**src/rtl/tx_slice_arbiter.sv**
```systemverilog
// Round-robin transmit arbiter for four slice-gated queues, with a
// microsecond transmission timeout. All outputs are registered.
//
//   state | meaning
//   IDLE  | no transmission; pick next eligible queue round-robin
//   START | one-cycle tx_start pulse for the granted queue
//   BUSY  | transmission in flight; wait for tx_done or timeout
module tx_slice_arbiter #(
  parameter int TMO_W = 20
) (
  input  logic             clk,
  input  logic             rstn,
  input  logic             tsf_pulse_1M,
  input  logic             slice_en0,
  input  logic             slice_en1,
  input  logic             slice_en2,
  input  logic             slice_en3,
  input  logic [3:0]       queue_req,
  input  logic             tx_done,
  input  logic [TMO_W-1:0] timeout_us,
  output logic [3:0]       grant,
  output logic [1:0]       grant_idx,
  output logic             tx_start,
  output logic             busy,
  output logic             timeout_err
);

  typedef enum logic [1:0] {
    IDLE  = 2'd0,
    START = 2'd1,
    BUSY  = 2'd2
  } state_t;

  state_t           state_q, state_d;
  logic [3:0]       grant_q, grant_d;
  logic [1:0]       grant_idx_q, grant_idx_d;
  logic             tx_start_q, tx_start_d;
  logic             busy_q, busy_d;
  logic             timeout_err_q, timeout_err_d;
  logic [TMO_W-1:0] tmo_cnt_q, tmo_cnt_d;

  logic [3:0]       eligible;
  logic             pick_valid;
  logic [1:0]       pick_idx;
  logic [1:0]       cand;
  logic [TMO_W-1:0] tmo_cnt_nxt;
  logic             tmo_hit;

  assign eligible = queue_req & {slice_en3, slice_en2, slice_en1, slice_en0};

  // Search starts one past the last grant; offset 4 wraps back to it.
  always_comb begin
    pick_valid = 1'b0;
    pick_idx   = grant_idx_q;
    cand       = grant_idx_q;
    for (int k = 1; k <= 4; k++) begin
      cand = grant_idx_q + 2'(k);
      if (!pick_valid && eligible[cand]) begin
        pick_valid = 1'b1;
        pick_idx   = cand;
      end
    end
  end

  // Compare against the post-increment count so the abort lands on the
  // cycle right after the terminal microsecond pulse.
  always_comb begin
    tmo_cnt_nxt = tmo_cnt_q;
    if (tsf_pulse_1M && !(&tmo_cnt_q)) begin
      tmo_cnt_nxt = tmo_cnt_q + TMO_W'(1);
    end
    tmo_hit = (timeout_us != '0) && (tmo_cnt_nxt == timeout_us);
  end

  always_comb begin
    state_d       = state_q;
    grant_d       = grant_q;
    grant_idx_d   = grant_idx_q;
    tx_start_d    = 1'b0;
    busy_d        = busy_q;
    timeout_err_d = 1'b0;
    tmo_cnt_d     = tmo_cnt_q;
    case (state_q)
      IDLE: begin
        if (pick_valid) begin
          state_d     = START;
          grant_d     = 4'b0001 << pick_idx;
          grant_idx_d = pick_idx;
          tx_start_d  = 1'b1;
          busy_d      = 1'b1;
          tmo_cnt_d   = '0;
        end
      end
      START: begin
        state_d = BUSY;
      end
      BUSY: begin
        tmo_cnt_d = tmo_cnt_nxt;
        if (tx_done) begin
          state_d = IDLE;
          grant_d = 4'b0000;
          busy_d  = 1'b0;
        end else if (tmo_hit) begin
          state_d       = IDLE;
          grant_d       = 4'b0000;
          busy_d        = 1'b0;
          timeout_err_d = 1'b1;
        end
      end
      default: begin
        state_d = IDLE;
        grant_d = 4'b0000;
        busy_d  = 1'b0;
      end
    endcase
  end

  always_ff @(posedge clk or negedge rstn) begin
    if (!rstn) begin
      state_q       <= IDLE;
      grant_q       <= 4'b0000;
      grant_idx_q   <= 2'd3;
      tx_start_q    <= 1'b0;
      busy_q        <= 1'b0;
      timeout_err_q <= 1'b0;
      tmo_cnt_q     <= '0;
    end else begin
      state_q       <= state_d;
      grant_q       <= grant_d;
      grant_idx_q   <= grant_idx_d;
      tx_start_q    <= tx_start_d;
      busy_q        <= busy_d;
      timeout_err_q <= timeout_err_d;
      tmo_cnt_q     <= tmo_cnt_d;
    end
  end

  assign grant       = grant_q;
  assign grant_idx   = grant_idx_q;
  assign tx_start    = tx_start_q;
  assign busy        = busy_q;
  assign timeout_err = timeout_err_q;

  a_grant_onehot: assert property (@(posedge clk) disable iff (!rstn) $onehot0(grant_q));

endmodule

```
**config.mk**
```make
export PLATFORM = sky130hd
export DESIGN_NAME = tx_slice_arbiter
export DESIGN_NICKNAME = d
export VERILOG_FILES = /design/src/rtl/tx_slice_arbiter.sv
export SDC_FILE = /design/constraint.sdc
export NUM_CORES = 1
export LEC_CHECK = 0
export CAP_MARGIN = 20
export CORE_MARGIN = 2
export CORE_UTILIZATION = 45
export CTS_CLUSTER_DIAMETER = 40
export DETAILED_ROUTE_END_ITERATION = 6
export PLACE_DENSITY = 0.68
export SLEW_MARGIN = 20
export SYNTH_ARGS = -nofsm -noshare
export SYNTH_HDL_FRONTEND = slang
export SYNTH_SLANG_ARGS = --single-unit
```
**constraint.sdc**
```tcl
create_clock -name clk -period 4.5 [get_ports clk]
set_clock_uncertainty 0.1 [all_clocks]
set_input_delay 0.675 -clock clk [delete_from_list [all_inputs] [get_ports clk]]
set_output_delay 0.675 -clock clk [all_outputs]
set_load 0.01 [all_outputs]
```
==> metrics.md, run 1 <==
| Metric | Value |
|---|---|
| Total CTS buffers | 5 |
| Placement Rows | 28 |
| DR vias | between 2000 and 3000 |
| Via-per-instance ratio | 6.21 |
| Status | complete, no violations |
| Root buf cell | clkbuf_8 |
| Final slew viol count | 0 |
| Chip width | 82.0 um |
| Yosys cell types | 61 |
| Slew headroom | 47.7% |
| EDFF count, synth | 0 |
| Net switching power figure | approximately 460 uW |
| # DRC | 0 |
| Async set-reset flop share out of synthesis | 100% |
| CP max FO | 13 |
| DR iter-0 viols | between 200 and 300 |
| Synthesized area per cell | slightly below 8 um^2 |
| IO Pins | between 40 and 50 |
| Required @ worst endpoint | roughly 4600 ps |
| Worst setup margin | between 1000 and 1500 ps |
| Least-Margin Pin Slew | 783 ps |
| Yosys top cell by area | dfrtp_1 |
| Synth Net Count | 385 |
| CP arrival | roughly 3500 ps |
| Top-area cell type share of the netlist area | a little over a quarter |
| Clk pwr share | about a quarter |
| Worst VDD drop | 0.242 mV |
| Fmax achieved | between 200 and 300 MHz |
| Gr ovfl total | 0 |
| Area growth syn-to-layout | 19.8% |
| Worst Path Class, Setup | input port to register |
| Die ar. | about 6700 um^2 |
| CTS tree | yes |
| Buffer depth of the longest clock path | 2 |
| Placed instance count | 450 |
| Synth area leaders | dfrtp_1, nand2_1, o21ai_0 |
| Internal power | between 700 and 800 uW |
| First-pass GRT wire length | approximately 13 mm |
| Final std cells w/o fill | roughly 460 |
| Port bufs | 40 |
| Sequential power share | about a third |
| RSZ-0062 raised after global routing | no |
| Combinational power share | roughly two fifths |
| Largest net degree at the start of global routing | 32 |
| Commonest non-fill, non-tap cell in the layout | nand2_1 |
| Setup TNS | 0 ps |
| # H-tree levels | 2 |
| Initial Util | ~47% |
| DP Worst Slack | about 810 ps |
| P_leak | roughly 0.0012 uW |
| Post-Syn Area | 2740 um^2 |
| Clk Latency, worst-skew pair | between 200 and 300 ps |
| Post-Synthesis Cells | roughly 350 |
| Setup violators final | 0 |
| WL final | ~8 mm |
| YS warnings | 0 |
| TritonCTS Sinks | 31 |
| Resized cells post-CTS | 0 |
| WL/cell | between 15 and 20 um |
| Primary FF master, synth | dfrtp_1 |
| Min cycle time layout | 3400 ps |
| ANT cells | 0 |
| Clock transition at path regs | 70 ps |
| Nets | a little over 400 |
| Tcrit/Tclk final | 75.6% |
| Layout cells sized above 1 | between 7 and 8% |
| Critical Path Source Type | input port |
| CTS Hold Bufs | 0 |
| Max-cap viol count | 0 |
| Endpoints failing hold | 0 |
| Most frequent cells in the layout | nand2_1, clkdlybuf4s50_1, o21ai_0 |
| Vias in the first global route | 2679 |
| CP Capture Type | register |
| Cell Area, Placed | approximately 3200 um^2 |
| Switching portion of total power | 39.2% |
| DR pass1 iterations | 5 |
| Core Region | between 5000 and 6000 um^2 |
| Antenna viol nets, final | 0 |
| Final Wtd Congestion | 0.976 |
| Worst min path class | register to register |
| Post-CTS Setup Bufs | 0 |
| Yosys reg bits | 31 |
| Hpwl dp | approximately 6 mm |
| Gr usage total | 25.8% |
| Sequential area share after synthesis | between 20 and 30% |
| Die Y | 82.0 um |
| Power Dens Cells | around 360 nW/um^2 |
| Final instance area | between 3000 and 4000 um^2 |
| Fin util | between 50% and 60% |
| Initial antenna violation count | 0 |
[worst max-delay path, stage by stage]
cell             delay (ps)
clkdlybuf4s50_1         750
and4_1                  260
nand3_1                 410
a2111oi_4               450
and3_1                  270
xnor2_1                 150
nand4_1                 130
nor2_2                  250
o21ai_1                 120
[cell usage after synthesis (2+ instances only)]
| cell | number |
|---|---|
| a2111oi_0 | 2 |
| a2111oi_4 | 3 |
| a211oi_1 | 5 |
| a21oi_1 | 10 |
| a2bb2oi_1 | 2 |
| a31oi_1 | 14 |
| a32o_1 | 2 |
| a32oi_1 | 2 |
| and2_1 | 3 |
| and3_1 | 6 |
| and4_1 | 3 |
| and4_4 | 3 |
| buf_2 | 7 |
| buf_4 | 3 |
| clkbuf_1 | 10 |
| dfrtp_1 | 29 |
| dfstp_2 | 2 |
| inv_1 | 10 |
| nand2_1 | 50 |
| nand2b_1 | 4 |
| nand3_1 | 17 |
| nand3b_1 | 3 |
| nand4_1 | 9 |
| nand4_2 | 2 |
| nor2_1 | 27 |
| nor2b_1 | 2 |
| nor3_1 | 8 |
| nor4_1 | 8 |
| o2111ai_1 | 2 |
| o21ai_0 | 31 |
| o21ai_1 | 5 |
| o22ai_1 | 5 |
| o31ai_1 | 5 |
| o32ai_1 | 2 |
| or3_1 | 4 |
| xnor2_1 | 16 |
| xor2_1 | 12 |
[path summary, 6_finish.rpt]
| path | from | end | slack [ps] | cells after the start |
|---|---|---|---|---|
| worst max-delay path | tsf_pulse_1M | grant[2]$_DFFE_PN0P_ | 1100 | 9 |
| worst min-delay path | grant_idx[1]$_DFFE_PN1P_ | grant_idx[1]$_DFFE_PN1P_ | 420 | 2 |
| worst max register to register | tmo_cnt_q[0]$_DFFE_PN0P_ | grant[2]$_DFFE_PN0P_ | 1330 | 9 |
| worst min register to register | grant_idx[1]$_DFFE_PN1P_ | grant_idx[1]$_DFFE_PN1P_ | 420 | 2 |
| max in group asynchronous | rstn | grant_idx[0]$_DFFE_PN1P_ | 3300 | 2 |
| min in group asynchronous | rstn | tmo_cnt_q[14]$_DFFE_PN0P_ | 670 | 2 |
[sequential cells by signal, indices dropped and copies added, names as in the netlist]
| register | count |
|---|---|
| tmo_cnt_q | 20 |
| grant | 4 |
| grant_idx | 2 |
| state_q | 2 |
| busy | 1 |
| timeout_err | 1 |
| tx_start | 1 |
[per-layer routing]
layer / up-vias / global-route usage (%) / share of wire (%)
met5: - / 0 / 0
li1: 1377 / - / -
met1: 1325 / 35.4 / 45
met3: 16 / 4.95 / 7.5
met2: 125 / 41.1 / 45
met4: 0 / 7.83 / 2.1
[cell type report]
type,count,area (um^2)
Sequential cell,31,778
Clock inverter,2,35.0
Fill cell,587,2610
Inverter,11,41.3
Multi-Input combinational cell,290,1830
Timing Repair Buffer,43,423
Tap cell,75,93.8
Clock buffer,6,82.6
[power groups by stage]
| stage | Clock [uW] | Sequential [uW] | Combinational [uW] |
|---|---|---|---|
| 2_1_floorplan | 0 | 391 | 295 |
| 3_3_place_gp | 0 | 399 | 466 |
| 5_1_grt | 312 | 409 | 539 |
| 6_report | 293 | 399 | 480 |
| 3_5_place_dp | 0 | 403 | 471 |
| 4_1_cts | 299 | 398 | 475 |
[per-stage QoR]
step / hold slack, ps / total power (uW)
after global placement: 401 / 865
after floorplan: 279 / 686
final: 417 / 1170
after detailed placement: 409 / 875
after CTS: 420 / 1170
after global routing: 448 / 1260
[cells by family after synthesis]
| kind of cell | Yosys count | synth area share [%] |
|---|---|---|
| AND/OR/NAND/NOR | 156 | 29.4 |
| flip-flops | 31 | 28.4 |
| adder cells (fa/ha/maj) | 1 | 0.457 |
| XOR/XNOR | 28 | 8.95 |
| multiplexers | 1 | 0.365 |
| AO/OA/AOI/OAI | 104 | 27.4 |
| buffers and inverters | 31 | 4.98 |
Note: power is estimated with default switching activity, not from simulation.
==> inputs of run 2 (changes only) <==
==> constraint.sdc (replaced) <==
create_clock -name clk -period 3.2 [get_ports clk]
set_clock_uncertainty 0.1 [all_clocks]
set_input_delay 0.48 -clock clk [delete_from_list [all_inputs] [get_ports clk]]
set_output_delay 0.48 -clock clk [all_outputs]
set_load 0.01 [all_outputs]
==> run 2 against run 1 <==
  * Critical path depth grew 1
  * Non-clock buffer count is 16 higher
  * First-iteration DRC count fell by 4.5%
  * Global-route usage is 0.21 points lower
  * Combinational power grew 42%
  * Total power rose by 46%
  * Design area up 4.0%
  * Worst hold slack barely moved
  * Via count grew 1.7%
  * Cell count is 3.5% higher
  * Count of clock-buffer cells in the layout stayed put
  * Clock power up 60%
  * Critical endpoint is now grant[0]$_DFFE_PN0P_
  * Largest power group unchanged
==> metrics.md, run 2 (same netlist as run 1, synthesis figures left out) <==
| Metric | Value |
|---|---|
| Status | complete, no violations |
| DR pass1 iterations | 5 (unchanged) |
| Fillers | 562 (-4.3%) |
| Tcrit/Tclk final | 89.5% |
| CP max stage cell | dfrtp_1 |
| Most flops, register | tmo_cnt_q |
| Die ar. | 6730 um^2 (unchanged) |
| Max FFs per register | 20 (unchanged) |
| Port bufs | 40 (unchanged) |
| Layout cells sized above 1 | 11.0% (+3.2 points) |
| IO Pins | 41 (unchanged) |
| # H-tree levels | 2 (unchanged) |
| CP max FO | 9 (-4) |
| # DRC | 0 (unchanged) |
| Worst VDD drop | 0.303 mV (+25%) |
| Met1 global-route usage | 36.9% (+1.5 points) |
| Worst min path class | register to register |
| CTS tree | yes |
| Power Dens Cells | 501 nW/um^2 (+40%) |
| Root buf cell | clkbuf_8 |
| TritonCTS Sinks | 31 (unchanged) |
| DR iter-0 viols | 273 (-4.5%) |
| Hpwl dp | 6.31 mm (+5.0%) |
| Initial antenna violation count | 0 (unchanged) |
| Clock transition at path regs | 70 ps (about the same) |
| Nets | 431 (+3.9%) |
| Post-CTS Setup Bufs | 0 (unchanged) |
| Min cycle time layout | 2860 ps |
| Critical path, cell by cell | ha_1, nand4_1, nor2_4, buf_4, and2_1, a21oi_1, o22ai_1, nand4_1, nor2_2, o21ai_1 |
| Chip width | 82.0 um (unchanged) |
| Cell mode on critical path | nand4_1 |
| Critical Path Source Type | register |
| WL final | 8.21 mm (+2.7%) |
| Vias in the first global route | 2569 (-4.1%) |
| Final instance area | 3410 um^2 (+4.0%) |
| CP arrival | 2940 ps (-530 ps) |
| DR vias | 2891 (+1.7%) |
| Total CTS buffers | 5 (unchanged) |
| Gr ovfl total | 0 (unchanged) |
| Buffer depth of the longest clock path | 2 (unchanged) |
| Initial Util | 46.5% (unchanged) |
| Most frequent cells in the layout | nand2_1, clkdlybuf4s50_1, o21ai_0 |
| Commonest non-fill, non-tap cell in the layout | nand2_1 |
| Clk Latency, worst-skew pair | 300 ps (about the same) |
| Slew headroom | 52.0% (+4.3 points) |
| Setup violators final | 0 (unchanged) |
| Largest net degree at the start of global routing | 32 (unchanged) |
| Final Wtd Congestion | 1.01 (+3.7%) |
| Required @ worst endpoint | 3280 ps (-1290 ps) |
| Gr usage total | 25.6% (-0.21 points) |
| ANT cells | 0 (unchanged) |
| Resized cells post-CTS | 0 (unchanged) |
| Area growth syn-to-layout | 24.6% |
| Max-cap viol count | 0 (unchanged) |
| Most Crowded Layer GR | met2 |
| Core Region | 5890 um^2 (unchanged) |
| RSZ-0062 raised after global routing | no |
| Cell Area, Placed | 3280 um^2 (+3.7%) |
| Area of the multi-input gates | 1820 um^2 (-0.14%) |
| Met3 global-route usage | 5.16% (+0.22 points) |
| Antenna viol nets, final | 0 (unchanged) |
| Worst Path Class, Setup | register to register |
| Met2 Usage GRT | 37.7% (-3.4 points) |
| Register area | 778 um^2 (unchanged) |
| Die Y | 82.0 um (unchanged) |
| First-pass GRT wire length | 12.9 mm (-3.4%) |
| Via-per-instance ratio | 6.10 (-1.7%) |
| Final slew viol count | 0 (unchanged) |
| Setup TNS | 0 ps (unchanged) |
| CTS Hold Bufs | 0 (unchanged) |
| Endpoints failing hold | 0 (unchanged) |
| Least-Margin Pin Slew | 719 ps (-63.8 ps) |
| P_leak | 0.00132 uW (+7.0%) |
| Placement Rows | 28 (unchanged) |
| WL/cell | 17.3 um (-0.78%) |
| Fmax achieved | between 300 and 400 MHz |
| Max incr delay on CP | 480 ps (-270 ps) |
| CP Capture Type | register |
run 2: changes by cell type in the layout (fill, tap and decap cells not counted), sizes merged:
cell,change
buf,+16
bufinv,+1
clkinv,-1
run 2: metrics by stage:
stage	hold WS [ps]	util (%)	power, uW	setup WS [ps]	instances
2_1_floorplan	84.4	-	964	623	352
5_1_grt	452	58.0	1830	122	474
3_3_place_gp	403	55.7	1230	151	466
6_report	417	58.0	1710	337	474
3_5_place_dp	409	55.7	1240	108	466
4_1_cts	418	58.0	1710	368	474
run 2: final timing paths:
check	slack [ps]	startpoint	cells after the start	end
setup / recovery	340	tmo_cnt_q[0]$_DFFE_PN0P_	10	grant[0]$_DFFE_PN0P_
max in group asynchronous	2200	rstn	2	grant_idx[0]$_DFFE_PN1P_
setup reg to reg	340	tmo_cnt_q[0]$_DFFE_PN0P_	10	grant[0]$_DFFE_PN0P_
hold / removal	420	grant_idx[1]$_DFFE_PN1P_	2	grant_idx[1]$_DFFE_PN1P_
min in group asynchronous	470	rstn	2	tmo_cnt_q[12]$_DFFE_PN0P_
hold reg to reg	420	grant_idx[1]$_DFFE_PN1P_	2	grant_idx[1]$_DFFE_PN1P_
run 2: worst max-delay path: cells and delay by family (launching register included):
kind / cells / cell delay, ps
DFF: 1 / 480
adders and majority gates: 1 / 310
buffers and inverters: 1 / 250
AOI/OAI and AO/OA: 3 / 470
and+or+nand+nor: 5 / 1130
run 2: area by class of cell:
type	instances	share of cell area [%]
clock buffers	6	2.13
clock inverters	2	1.76
inverters	11	1.21
multi-input cells	290	53.4
flip-flops and latches	31	22.8
well taps	75	2.75
repair buffers	59	15.9
run 2: routing by layer:
| layer | wire length [um] | share of wire (%) |
|---|---|---|
| met1 | 3870 | 47 |
| met2 | 3600 | 44 |
| met3 | 561 | 6.8 |
| met4 | 181 | 2.2 |
| met5 | 0 | 0 |
run 2: where the power goes:
group	internal, uW	total, uW	leakage (uW)	switching, uW
sequential	470	558	0.000414	87.8
combinational	290	682	0.000845	393
clock	311	469	0.0000654	158
==> inputs of run 3 (changes only) <==
--- a/config.mk
+++ b/config.mk
@@ -8,6 +8,7 @@
 export CAP_MARGIN = 20
 export CORE_MARGIN = 2
 export CORE_UTILIZATION = 45
+export CTS_BUF_LIST = sky130_fd_sc_hd__clkbuf_4 sky130_fd_sc_hd__clkbuf_8
 export CTS_CLUSTER_DIAMETER = 40
 export DETAILED_ROUTE_END_ITERATION = 6
 export PLACE_DENSITY = 0.68
==> run 3 against run 2 <==
  * Sequential share of layout area about the same
  * Core utilization up 0.064 points
  * Total power up 0.62%
  * Design area up 0.11%
  * Non-clock buffer count unchanged
  * Critical endpoint is now grant[1]$_DFFE_PN0P_
  * Register-to-register slack better by 20 ps
  * Combinational power about the same
  * Die area unchanged
  * Clock power up 2%
  * First-iteration DRC count up 15%
  * Via count about the same
  * Global-route usage unchanged
==> metrics.md, run 3 (same netlist as run 1, synthesis figures left out) <==
| Metric | Value |
|---|---|
| Status | complete, no violations |
| IO Pins | 41 (unchanged) |
| Worst VDD drop | 0.303 mV (about the same) |
| Reg2reg end | grant[1]$_DFFE_PN0P_ |
| Final std cells w/o fill | 474 (unchanged) |
| Worst setup path end | grant[1]$_DFFE_PN0P_ |
| DR iter-0 viols | 315 (+15%) |
| Endpoints failing hold | 0 (unchanged) |
| Switching portion of total power | 37.2% (-0.11 points) |
| Gr ovfl total | 0 (unchanged) |
| DR vias | 2889 (-0.069%) |
| Worst setup margin | 353 ps (+15.8 ps) |
| Resized cells post-CTS | 0 (unchanged) |
| Port bufs | 40 (unchanged) |
| Core Region | 5890 um^2 (unchanged) |
| P_leak | 0.00133 uW (+0.26%) |
| Via-per-instance ratio | 6.09 (about the same) |
| Total power | 1720 uW (+0.62%) |
| R2R Setup Slk | 350 ps (+20 ps) |
| Internal power | 1080 uW (+0.80%) |
| Antenna viol nets, final | 0 (unchanged) |
| # DRC | 0 (unchanged) |
| WL/cell | 17.3 um (-0.33%) |
| ANT cells | 0 (unchanged) |
| Least-Margin Pin Slew | 730 ps (+10.7 ps) |
| Worst Path Class, Setup | register to register |
| Min cycle time layout | 2850 ps (-15.8 ps) |
| Fillers | 562 (unchanged) |
| RSZ-0062 raised after global routing | no |
| Gr usage total | 25.6% (unchanged) |
| Tcrit/Tclk final | 89.0% (-0.49 points) |
| Required @ worst endpoint | 3270 ps (about the same) |
| Crit path from | tmo_cnt_q[0]$_DFFE_PN0P_ |
| CTS tree | yes |
| CP max FO | 9 (unchanged) |
| Final instance area | 3420 um^2 (+0.11%) |
| FF-to-FF path depth | 10 (unchanged) |
| Hpwl dp | 6.31 mm (unchanged) |
| Clock transition at path regs | 70 ps (about the same) |
| Net switching power figure | 641 uW (+0.31%) |
| TritonCTS Sinks | 31 (unchanged) |
| Setup TNS | 0 ps (unchanged) |
| Initial antenna violation count | 0 (unchanged) |
| Buffer depth of the longest clock path | 2 (unchanged) |
| Max-cap viol count | 0 (unchanged) |
| Total CTS buffers | 5 (unchanged) |
| Most flops, register | tmo_cnt_q |
| R2R Path Start | tmo_cnt_q[0]$_DFFE_PN0P_ |
| Area growth syn-to-layout | 24.8% |
| Clk Latency, worst-skew pair | 300 ps (about the same) |
| Layout cells sized above 1 | 11.3% (+0.25 points) |
| Nets | 431 (unchanged) |
| Die Y | 82.0 um (unchanged) |
| DP Worst Slack | 108 ps (unchanged) |
| Largest net degree at the start of global routing | 32 (unchanged) |
| Vias in the first global route | 2570 (+0.039%) |
| Critical Path Source Type | register |
| WL final | 8.18 mm (-0.33%) |
| Max FFs per register | 20 (unchanged) |
| Placement Rows | 28 (unchanged) |
| First-pass GRT wire length | 12.9 mm (about the same) |
| Chip width | 82.0 um (unchanged) |
| Slew headroom | 51.3% (-0.72 points) |
| # H-tree levels | 2 (unchanged) |
| CTS Hold Bufs | 0 (unchanged) |
| CP arrival | 2920 ps (-20 ps) |
| Initial Util | 46.5% (unchanged) |
| CP Capture Type | register |
| Post-CTS Setup Bufs | 0 (unchanged) |
| Die ar. | 6730 um^2 (unchanged) |
| Combinational power share | 39.7% (-0.2 points) |
| DR pass1 iterations | 5 (unchanged) |
| Worst min path class | register to register |
| Placed instance count | 466 (unchanged) |
| Final Wtd Congestion | 1.01 (unchanged) |
| Cell Area, Placed | 3280 um^2 (unchanged) |
| Setup violators final | 0 (unchanged) |
| Commonest non-fill, non-tap cell in the layout | nand2_1 |
| Fmax achieved | 351 MHz (+0.56%) |
| Most frequent cells in the layout | nand2_1, clkdlybuf4s50_1, o21ai_0 |
| Clk pwr share | 27.9% (+0.4 points) |
| Sequential power share | 32.4% (-0.2 points) |
| Root buf cell | clkbuf_8 |
| Power Dens Cells | 503 nW/um^2 (+0.51%) |
| Final slew viol count | 0 (unchanged) |
[run 3: cell counts in the layout (fill, tap and decap cells not counted)]
Identical to the previous run, type by type.
[run 3: stage by stage]
stage / hold slack, ps / util, %
CTS: 419 / 58.1
global route: 452 / 58.1
floorplan: 84.4 / -
detailed placement: 409 / 55.7
global placement: 403 / 55.7
finish: 418 / 58.1
[run 3: worst min path at each step]
| stage | end | from | cells after the start |
|---|---|---|---|
| finish | grant_idx[1]$_DFFE_PN1P_ | grant_idx[1]$_DFFE_PN1P_ | 2 |
| global route | busy$_DFFE_PN0P_ | state_q[1]$_DFFE_PN0P_ | 1 |
| CTS | busy$_DFFE_PN0P_ | state_q[1]$_DFFE_PN0P_ | 1 |
| detailed placement | busy$_DFFE_PN0P_ | state_q[1]$_DFFE_PN0P_ | 1 |
| global placement | grant_idx[1]$_DFFE_PN1P_ | grant_idx[1]$_DFFE_PN1P_ | 2 |
| floorplan | busy$_DFFE_PN0P_ | rstn | 0 |
[run 3: worst max-delay path, stage by stage (launching register included)]
cell and delay, ps:
dfrtp_1 470, ha_1 300, nand4_1 220, nor2_4 310, buf_4 240, and2_1 190, a21oi_1 50, o22ai_1 300
nand4_1 170, nor2_2 240, o21ai_1 110
[run 3: layer usage]
metal  share of wire, %  global-route usage [%]  vias up
met5                  0                       0        -
met4                2.3                    9.33        0
met3                7.0                    5.16       18
met2                 44                    37.7      103
met1                 47                    36.9     1366
li1                   -                       -     1402
[run 3: power groups by stage]
stage               Combinational, uW  Sequential, uW  Clock, uW
finish                            683             557        480
CTS                               680             554        487
global placement                  671             562          0
global route                      757             569        509
detailed placement                678             561          0
floorplan                         414             550          0
[run 3: area by class of cell]
cell class	count	area (um^2)	share of cell area, %
Timing Repair Buffer	59	543	15.9
Clock inverter	2	60.1	1.76
Clock buffer	6	76.3	2.23
Multi-Input combinational cell	290	1820	53.4
Inverter	11	41.3	1.21
Sequential cell	31	778	22.8
Tap cell	75	93.8	2.75
